<file path="config.mk">
export PLATFORM = sky130hd
export DESIGN_NAME = rc4_ksa_swap
export DESIGN_NICKNAME = d
export VERILOG_FILES = /design/src/rtl/rc4_pkg.sv /design/src/rtl/rc4_ksa_swap.sv
export SDC_FILE = /design/constraint.sdc
export NUM_CORES = 1
export LEC_CHECK = 0
export CAP_MARGIN = 5
export CORE_MARGIN = 5
export CORE_UTILIZATION = 45
export DETAILED_ROUTE_END_ITERATION = 16
export GPL_TIMING_DRIVEN = 0
export PLACE_DENSITY = 0.8
export SLEW_MARGIN = 20
export SYNTH_ARGS = -nofsm -noshare
export SYNTH_HDL_FRONTEND = slang
export SYNTH_SLANG_ARGS = --single-unit
</file>
<file path="constraint.sdc">
create_clock -name clk -period 3.16 [get_ports clk]
set_input_delay 0.632 -clock clk [delete_from_list [all_inputs] [get_ports clk]]
set_output_delay 0.632 -clock clk [all_outputs]
set_load 0.02 [all_outputs]
</file>
<file path="src/rtl/rc4_pkg.sv">
// Shared types and constants for the RC4 key-scheduling blocks.
package rc4_pkg;

    localparam int KEY_LEN   = 3;
    localparam int SBOX_SIZE = 256;

    typedef logic [7:0] byte_t;

    typedef enum logic [3:0] {
        IDLE,
        RD_SI,
        WT_SI,
        KEY_REQ,
        KEY_WT,
        CALC_J,
        RD_SJ,
        WT_SJ,
        WR_SI,
        WR_SJ,
        NEXT,
        FIN
    } state_t;

endpackage

</file>
<file path="src/rtl/rc4_ksa_swap.sv">
// RC4 KSA swap pass: j += S[i] + key[i mod 3], swap S[i]/S[j] for i = 0..255.
// Optional KSA_CYCLE_COUNT_EN adds a saturating busy-cycle counter output.
module rc4_ksa_swap
    import rc4_pkg::*;
#(
    parameter int ADDR_W     = 8,
    parameter int DATA_W     = 8,
    parameter int MEM_RD_LAT = 1
) (
    input  logic              clk,
    input  logic              reset,
    input  logic              start,
    output logic              busy,
    output logic              done,
    output logic              key_start,
    output logic [ADDR_W-1:0] key_i,
    input  logic              key_finish,
    input  logic [DATA_W-1:0] key_byte,
    output logic [ADDR_W-1:0] mem_addr,
    output logic [DATA_W-1:0] mem_wdata,
    output logic              mem_wren,
    input  logic [DATA_W-1:0] mem_rdata
`ifdef KSA_CYCLE_COUNT_EN
    ,
    output logic [15:0]       cycle_count
`endif
);

    localparam logic [1:0]        LAT_LAST = 2'(MEM_RD_LAT - 1);
    localparam logic [ADDR_W-1:0] I_LAST   = ADDR_W'(SBOX_SIZE - 1);

    state_t              state_q, state_d;
    logic [ADDR_W-1:0]   i_q, i_d;
    logic [ADDR_W-1:0]   j_q, j_d;
    logic [DATA_W-1:0]   si_q, si_d;
    logic [DATA_W-1:0]   kb_q, kb_d;
    logic [1:0]          lat_q, lat_d;
    logic                busy_q, busy_d;
    logic                done_q, done_d;
    logic                key_start_q, key_start_d;
    logic                mem_wren_q, mem_wren_d;
    logic [ADDR_W-1:0]   mem_addr_q, mem_addr_d;
    logic [DATA_W-1:0]   mem_wdata_q, mem_wdata_d;

    always_comb begin
        state_d = state_q;
        i_d     = i_q;
        j_d     = j_q;
        si_d    = si_q;
        kb_d    = kb_q;
        lat_d   = lat_q;
        mem_wdata_d = mem_wdata_q;
        case (state_q)
            IDLE: if (start) begin
                state_d = RD_SI;
                i_d     = '0;
                j_d     = '0;
            end
            RD_SI: begin
                state_d = WT_SI;
                lat_d   = '0;
            end
            WT_SI: if (lat_q == LAT_LAST) begin
                si_d    = mem_rdata;
                state_d = KEY_REQ;
            end else begin
                lat_d = lat_q + 2'd1;
            end
            KEY_REQ: state_d = KEY_WT;
            KEY_WT: if (key_finish) begin
                kb_d    = key_byte;
                state_d = CALC_J;
            end
            CALC_J: begin
                j_d     = j_q + ADDR_W'(si_q) + ADDR_W'(kb_q);
                state_d = RD_SJ;
            end
            RD_SJ: begin
                state_d = WT_SJ;
                lat_d   = '0;
            end
            // S[j] goes straight from the read port into the first write's data.
            WT_SJ: if (lat_q == LAT_LAST) begin
                mem_wdata_d = mem_rdata;
                state_d     = WR_SI;
            end else begin
                lat_d = lat_q + 2'd1;
            end
            WR_SI: begin
                mem_wdata_d = si_q;
                state_d     = WR_SJ;
            end
            WR_SJ: state_d = NEXT;
            NEXT: if (i_q == I_LAST) begin
                state_d = FIN;
            end else begin
                i_d     = i_q + 1'b1;
                state_d = RD_SI;
            end
            FIN:     state_d = IDLE;
            default: state_d = IDLE;
        endcase

        // Outputs are registered and decoded from the state being entered.
        mem_addr_d = mem_addr_q;
        case (state_d)
            RD_SI:   mem_addr_d = i_d;
            RD_SJ:   mem_addr_d = j_d;
            WR_SI:   mem_addr_d = i_q;
            WR_SJ:   mem_addr_d = j_q;
            default: mem_addr_d = mem_addr_q;
        endcase
        busy_d      = (state_d != IDLE) && (state_d != FIN);
        done_d      = (state_d == FIN);
        key_start_d = (state_d == KEY_REQ);
        mem_wren_d  = (state_d == WR_SI) || (state_d == WR_SJ);
    end

    always_ff @(posedge clk) begin
        if (reset) begin
            state_q     <= IDLE;
            i_q         <= '0;
            j_q         <= '0;
            si_q        <= '0;
            kb_q        <= '0;
            lat_q       <= '0;
            busy_q      <= 1'b0;
            done_q      <= 1'b0;
            key_start_q <= 1'b0;
            mem_wren_q  <= 1'b0;
            mem_addr_q  <= '0;
            mem_wdata_q <= '0;
        end else begin
            state_q     <= state_d;
            i_q         <= i_d;
            j_q         <= j_d;
            si_q        <= si_d;
            kb_q        <= kb_d;
            lat_q       <= lat_d;
            busy_q      <= busy_d;
            done_q      <= done_d;
            key_start_q <= key_start_d;
            mem_wren_q  <= mem_wren_d;
            mem_addr_q  <= mem_addr_d;
            mem_wdata_q <= mem_wdata_d;
        end
    end

    assign busy      = busy_q;
    assign done      = done_q;
    assign key_start = key_start_q;
    assign key_i     = i_q;
    assign mem_addr  = mem_addr_q;
    assign mem_wdata = mem_wdata_q;
    assign mem_wren  = mem_wren_q;

`ifdef KSA_CYCLE_COUNT_EN
    logic [15:0] cycle_count_q;

    always_ff @(posedge clk) begin
        if (reset) begin
            cycle_count_q <= '0;
        end else if (state_q == IDLE && start) begin
            cycle_count_q <= '0;
        end else if (busy_q && cycle_count_q != 16'hFFFF) begin
            cycle_count_q <= cycle_count_q + 16'd1;
        end
    end

    assign cycle_count = cycle_count_q;
`endif

endmodule
</file>
# Yosys cells after proc, flatten, opt, wreduce, memory -nomap -nowiden
# Cells that the tools add are included.
# totals
register_bits	58
word_cells	66
out_inout_bits	28
# op_classes
mux	16
n_eq_ne	20
n_addsub	4
reduce_logical	14
# op_table
op	count
$pmux W8 S2	3
$pmux W4 S11	1
$mux W8	4
$pmux W8 S4	1
$eq A4 B4 Y1 const B	6
$eq A4 B3 Y1 const B	5
$mux W4	5
$add A8 B8 Y8	2
$eq A4 B2 Y1 const B	3
$add A8 B1 Y8 const B	1
$eq A4 B1 Y1 const B	2
$eq A8 B8 Y1 const B	1
$reduce_and A2 Y1	4
$reduce_bool A4 Y1	2
$logic_not A4 Y1	1
$ne A2 B2 Y1 const B	2
$ne A4 B4 Y1 const B	1
$pmux W2 S2	1
$reduce_bool A2 Y1	2
$reduce_or A2 Y1	2
$add A2 B1 Y2 const B	1
$logic_not A2 Y1	1
$mux W2	1
$logic_and A1 B1 Y1	1
$logic_or A1 B1 Y1	1

# Logic depth before layout (Yosys ltp)
# Gate-level depths: netlist of the first run.
# logic_depth
depth_word	5
depth_mapped	10
depth_no_buf	10

# Worst setup path before layout of the first run
# OpenSTA, ideal clock, no wires.
# synth_path
path_type	reg-to-reg
start	reg j_q[1]
end	reg mem_addr_q[7] (netlist: mem_addr[7])
setup_slack_ns	0.895
stages_incl_launch_ff	10
n_path_buf	0
period_less_slack_ns	2.265
arrival_time_ns	2.128
path_cell_list	dfxtp_1 > fa_1 > ha_1 > inv_1 > fa_1 > nor2b_1 > o31a_1 > o21ai_0 > a31oi_1 > o221ai_1
# synth_between
elab_chain_len	4
# synth_lines
element	line_no	rtl
start: declaration	rc4_ksa_swap.sv:34	logic [ADDR_W-1:0] j_q, j_d;
start signal: assignment	rc4_ksa_swap.sv:136	j_q <= j_d;
$add A8 B8 Y8 (2 in series)	rc4_ksa_swap.sv:75	j_d = j_q + ADDR_W'(si_q) + ADDR_W'(kb_q);
$pmux W8 S2	rc4_ksa_swap.sv:53	case (state_q)
$pmux W8 S4	rc4_ksa_swap.sv:106	case (state_d)
end signal: assignment	rc4_ksa_swap.sv:144	mem_addr_q <= mem_addr_d;
end: declaration	rc4_ksa_swap.sv:42	logic [ADDR_W-1:0] mem_addr_q, mem_addr_d;
# Every way passes these cells.
# A chain may end at the register's enable or synchronous reset.

# Worst setup path in the final report of the first run
# Same ends and word-level chain as after synthesis.

==> reports/qor.csv, run 1 <==
stage,metric,value,unit
outcome,status,"finished, final reports clean",
clock_network,cts_sinks,58,
setup_path,arrival,2.75,ns
final_layout,regArea,1160,sq um
floorplanning,coreArea,6680,sq um
drt,drc,0,
placement,dp_hpwl,5.75,mm
setup_path,critPathLaunchType,register,
synth,synth.most_common_cell,nor2_1,
synth,async_reset_ff_share,0,%
placement,io_buffers,47,
final_layout,drive_gt1_share,6.65,%
global_route,grt.overflow.total,0,
global_route,grt_start_max_net_pins,11,
placement,place.gp.congestion,0.902,
floorplanning,start_util,45.4,%
placement,placed_cell_area,3600,sq um
synth,syn_area_per_cell,8.84,sq um
clock_network,htree_levels,3,
synth,synth_edf_count,0,
placement,dp.cells,470,
sta,final.setup.tns,0,ns
sta,period_share,80.2,%
floorplanning,die_w,92.1,um
drt,wl_per_cell,15.8,um
setup_path,path_max_fanout,3,
global_route,grt_pass1_wl,13.0,mm
synth,synth_seq_cells,58,
min_path,hold_path_startpoint,j_q[7],
floorplanning,die-area,8480,sq um
sta,timing.final.crit_period,2.53,ns
global_route,grt_use_total,19.3,%
synth,syn_nets,379,
final_layout,diodes,0,
clock_network,postCtsHoldBufs,0,
global_route,grt_pass1_vias,2813,
drt,vias,2780,
setup_path,regToRegSetupSlack,0.63,ns
final_layout,finalCoreUtilization,56.4,%
global_route,antenna_found_initial,0,
synth,synth_cell_types,53,
min_path,hold_class,reg -> reg,
clock_network,numCtsBuffers,9,
setup_path,crit_type,reg -> reg,
synth,netlist_area,3030,sq um
clock_network,cts_resized,0,
clock_network,post_cts_buffers,0,
clock_network,clock_path_buffers,2,
synth,syn_inst,343,
power_and_ir_drop,ir_drop,0.000307,V
sta,grt_setup_unrepaired,false,
sta,slew_headroom,35.3,%
final_layout,final_area,3770,sq um
final_layout,nFillCells,612,
synth,yosys.area.top_type,dfxtp_1,
synth,synth_commonest_cells,"61 x nor2_1, 58 x dfxtp_1, 26 x mux2i_1",
clock_network,cts_tree,done,
sta,tightest_slew,0.963,ns
clock_network,root_buffer,clkbuf_8,
setup_path,cp_data_required_time,3.37,ns
final_layout,area_delta_synth_final,24.2,%
sta,hold_viol_final,0,
setup_path,r2r-start,j_q[1],
synth,ys_top_cells_by_area,"dfxtp_1 38%, mux2i_1 8.6%, nor2_1 7.6%",
floorplanning,die_y,92.1,um
drt,drt-pass1-iter-count,8,
power_and_ir_drop,power_density,479,nW/um^2
drt,ant_nets,0,
floorplanning,rows,30,
power_and_ir_drop,power.leakage,1.49,nW
sta,fmax,395,MHz
setup_path,cp-startpoint,j_q[1],
final_layout,nets,437,
sta,finalMaxSlewViolations,0,
drt,initialDrtViolationCount,300,
synth,ys_seq_area_share,38.3,%
setup_path,crit_path_end_kind,register,
job,cap_violations,0,
synth,yosysWarnings,0,
clock_network,clock_latency,0.34,ns
sta,fin_skew,0.00481,ns
drt,wl,7.68,mm
final_layout,multiInputGateArea,1750,sq um
final_layout,fin_cells,486,
sta,setup_viol,0,
clock_network,clk_pin_slew,0.06,ns
synth,dominantRegCellSynth,dfxtp_1,
floorplanning,io_pins,48,
drt,routed_via_density,5.72,
synth,yosysTopAreaCellShare,38.3,%
-- cells by family (layout without fill, tap and decap cells) --
family / count (synthesis) / count (layout) / share of synthesized area [%]
buffers and inverters: 27 / 90 / 4.04
AOI/OAI and AO/OA: 81 / 81 / 18.2
adders and majority gates: 16 / 16 / 8.58
DFF: 58 / 58 / 38.3
muxes: 26 / 26 / 8.58
xor gates and xnor gates: 7 / 7 / 2.02
and+or+nand+nor: 128 / 128 / 20.2
-- metal layers --
metal | track usage (%) | share of wire [%]
met1 | 23.1 | 43
met3 | 5.74 | 7.1
met4 | 8.04 | 2.2
met5 | 0 | 0
met2 | 32.0 | 48
-- flip-flops by register name, summed over array words and instances (netlist names) --
signal	flops
mem_addr	8
done	1
lat_q	2
si_q	8
j_q	8
busy	1
key_start	1
key_i	8
mem_wdata	8
mem_wren	1
kb_q	8
state_q	4
-- final timing paths --
kind,endpoint,cells after the start
worst max-delay path,mem_addr[7],9
worst min-delay path,j_q[7],2
worst max register to register,mem_addr[7],9
worst min register to register,j_q[7],2
-- layout by cell type, fill, tap and decap left out, drive strengths merged, types with 2 or more instances in the layout --
| cell | instances |
|---|---|
| inv | 7 |
| a31oi | 4 |
| a222oi | 5 |
| clkdlybuf4s50 | 47 |
| or3 | 4 |
| nor2b | 5 |
| nand2b | 4 |
| clkbuf | 25 |
| nand2 | 21 |
| o21ai | 10 |
| nand3 | 7 |
| ha | 8 |
| a211oi | 11 |
| or2 | 2 |
| o221ai | 2 |
| a21oi | 22 |
| xnor2 | 5 |
| nor2 | 61 |
| and2 | 2 |
| nor3 | 9 |
| o21a | 3 |
| xor2 | 2 |
| clkinv | 3 |
| mux2i | 26 |
| buf | 8 |
| dfxtp | 58 |
| a221oi | 4 |
| o211ai | 2 |
| a22oi | 10 |
| nor4 | 3 |
| fa | 8 |
-- cell type report --
cell class	count	share of cell area, %
Multi-Input combinational cell	258	46.4
Sequential cell	58	30.8
Timing Repair Buffer	47	12.5
Clock buffer	13	3.95
Tap cell	80	2.66
Buffer	20	2.56
Inverter	7	0.698
Clock inverter	3	0.399
-- critical path, stage by stage (launching register included) --
cell and delay, ns:
dfxtp_1 0.34, fa_1 0.54, ha_1 0.19, inv_1 0.06
fa_1 0.40, nor2b_1 0.18, o31a_1 0.16, o21ai_0 0.11
a31oi_1 0.27, o221ai_1 0.14
-- power breakdown --
part / internal, W / switching [W] / total [W] / leakage [nW]
Clock: 0.000302 / 0.000292 / 0.000595 / 0.0872
Combinational: 0.000174 / 0.000234 / 0.000408 / 0.930
Sequential: 0.000773 / 0.0000281 / 0.000801 / 0.470
Total: 0.00125 / 0.000554 / 0.00180 / 1.49
-- stage by stage --
step	hold slack, ns	power, W	setup slack [ns]
detailed placement	0.492	0.00122	0.399
global placement	0.483	0.00121	0.379
floorplan	0.460	0.00109	0.895
finish	0.496	0.00180	0.625
CTS	0.502	0.00180	0.646
global route	0.540	0.00189	0.457
No activity file was read; power rests on OpenSTA's default activity.
==> run 2, diff against run 1 <==
- clock period: 3.16 -> 2.63 ns (I/O delays scaled with it)
==> reports/qor.csv, run 2 (same netlist as run 1, synthesis figures left out) <==
stage,metric,value,unit,change
outcome,status,"finished, final reports clean",,
clock_network,clock_path_buffers,2,,unchanged
final_layout,regArea,1160,sq um,unchanged
drt,initialDrtViolationCount,293,,-2.3%
final_layout,fin_cells,486,,unchanged
final_layout,final_cell_mix,"61 x nor2_1, 58 x dfxtp_1, 47 x clkdlybuf4s50_1",,
power_and_ir_drop,ir_drop,0.000365,V,+19%
sta,tightest_slew,0.953,ns,-0.0106 ns
global_route,grt_use_total,19.3,%,unchanged
drt,ant_nets,0,,unchanged
clock_network,cts_tree,done,,
floorplanning,die_w,92.1,um,unchanged
drt,wl_per_cell,15.9,um,+0.35%
floorplanning,die_y,92.1,um,unchanged
drt,drc,0,,unchanged
placement,io_buffers,47,,unchanged
sta,grt_setup_unrepaired,false,,
final_layout,area_delta_synth_final,24.4,%,about the same
floorplanning,io_pins,48,,unchanged
floorplanning,start_util,45.4,%,unchanged
clock_network,cts_sinks,58,,unchanged
final_layout,multiInputGateArea,1750,sq um,+0.21%
setup_path,critPathLaunchType,register,,
setup_path,cp_data_required_time,2.89,ns,-0.48 ns
clock_network,postCtsHoldBufs,0,,unchanged
power_and_ir_drop,power_density,574,nW/um^2,+20%
global_route,grt.overflow.total,0,,unchanged
setup_path,cpMaxStageDelayCell,fa_1,,
floorplanning,die-area,8480,sq um,unchanged
setup_path,cp-startpoint,j_q[1],,
final_layout,nFillCells,610,,-0.33%
final_layout,finalCoreUtilization,56.4,%,about the same
global_route,antenna_found_initial,0,,unchanged
global_route,grt_pass1_wl,13.0,mm,unchanged
setup_path,r2r_cells,10,,+1
clock_network,root_buffer,clkbuf_8,,
clock_network,clk_pin_slew,0.06,ns,about the same
final_layout,layout_commonest_cell,nor2_1,,
setup_path,cp-endpoint,mem_addr[7],,
drt,vias,2823,,+1.5%
sta,final.setup.tns,0,ns,unchanged
sta,hold_viol_final,0,,unchanged
setup_path,r2r_end,mem_addr[7],,
clock_network,numCtsBuffers,9,,unchanged
placement,place_ws,-0.0248,ns,-0.424 ns
sta,finalMaxSlewViolations,0,,unchanged
clock_network,clock_latency,0.34,ns,about the same
setup_path,regToRegSetupSlack,0.14,ns,-0.48 ns
job,cap_violations,0,,unchanged
setup_path,max_stage_delay,0.54,ns,about the same
setup_path,path_cells,fa_1 -> ha_1 -> inv_1 -> fa_1 -> nor2b_1 -> o31a_1 -> o21ai_0 -> a21oi_1 -> a31oi_1 -> o221ai_1,,
setup_path,path_max_fanout,3,,unchanged
setup_path,cpMostUsedCell,fa_1,,
setup_path,crit_path_end_kind,register,,
final_layout,diodes,0,,unchanged
floorplanning,coreArea,6680,sq um,unchanged
sta,fin_skew,0.00451,ns,-0.000299 ns
min_path,hold_class,reg -> reg,,
sta,slew_headroom,36.0,%,+0.71 points
sta,fmax,402,MHz,+1.8%
sta,timing.final.crit_period,2.49,ns,-0.0453 ns
clock_network,htree_levels,3,,unchanged
sta,period_share,94.7,%,+14 points
clock_network,cts_resized,0,,unchanged
global_route,grt_start_max_net_pins,11,,unchanged
setup_path,r2r-start,j_q[1],,
placement,dp.cells,470,,unchanged
placement,dp_hpwl,5.75,mm,unchanged
clock_network,post_cts_buffers,0,,unchanged
sta,setup_ws,0.141,ns,-0.485 ns
floorplanning,rows,30,,unchanged
final_layout,drive_gt1_share,6.90,%,+0.25 points
sta,setup_viol,0,,unchanged
drt,drt-pass1-iter-count,5,,-3
placement,place.gp.congestion,0.902,,unchanged
drt,wl,7.71,mm,+0.35%
drt,routed_via_density,5.81,,+1.5%
setup_path,arrival,2.75,ns,about the same
final_layout,nets,437,,unchanged
power_and_ir_drop,power.leakage,1.49,nW,about the same
global_route,grt_pass1_vias,2813,,unchanged
setup_path,crit_type,reg -> reg,,
run 2: cell types whose count changed in the layout (fill, tap and decap cells not counted):
cell / before / now
a21oi_1: 22 / 21
a21oi_2: 0 / 1
run 2: per-stage QoR:
step	power, W	hold slack [ns]	instance area [sq um]
after global routing	0.00227	0.540	3770
after detailed placement	0.00146	0.492	3600
after global placement	0.00145	0.483	3600
after CTS	0.00216	0.502	3770
after floorplan	0.00131	0.460	3030
final	0.00216	0.496	3770
run 2: worst min-delay path by stage:
stage            from     end  slack, ns  depth (start not counted)
5_1_grt        j_q[7]  j_q[7]       0.54                          2
3_3_place_gp   j_q[7]  j_q[7]       0.48                          2
3_5_place_dp   j_q[7]  j_q[7]       0.49                          2
2_1_floorplan  j_q[7]  j_q[7]       0.46                          2
6_report       j_q[7]  j_q[7]       0.50                          2
4_1_cts        j_q[7]  j_q[7]       0.50                          2
run 2: area by class of cell:
class                   count  share of cell area [%]
multi-input cells         258                    46.5
flip-flops and latches     58                    30.8
repair buffers             47                    12.5
clock buffers              13                    3.95
well taps                  80                    2.66
plain buffers              20                    2.56
inverters                   7                   0.697
clock inverters             3                   0.398
run 2: metal layers:
metal	global-route usage (%)	vias to the layer above	share of wire, %
met1	23.1	1330	42
li1	-	1355	-
met3	5.74	18	7.6
met2	32.0	120	48
met5	0	-	0
met4	8.04	0	2.2
run 2: where the power goes:
| group | leakage [nW] | switching (W) | internal (W) |
|---|---|---|---|
| clock network | 0.0872 | 0.000349 | 0.000363 |
| logic | 0.931 | 0.000281 | 0.000209 |
| registers | 0.470 | 0.0000340 | 0.000928 |
| total | 1.49 | 0.000664 | 0.00150 |
run 2: critical path, delay by kind of cell, from the launching register on:
family	cells	cell delay (ns)
fa+ha+maj	3	1.13
compound gates	5	0.69
flops	1	0.34
simple gates	1	0.18
buf+inv	1	0.06
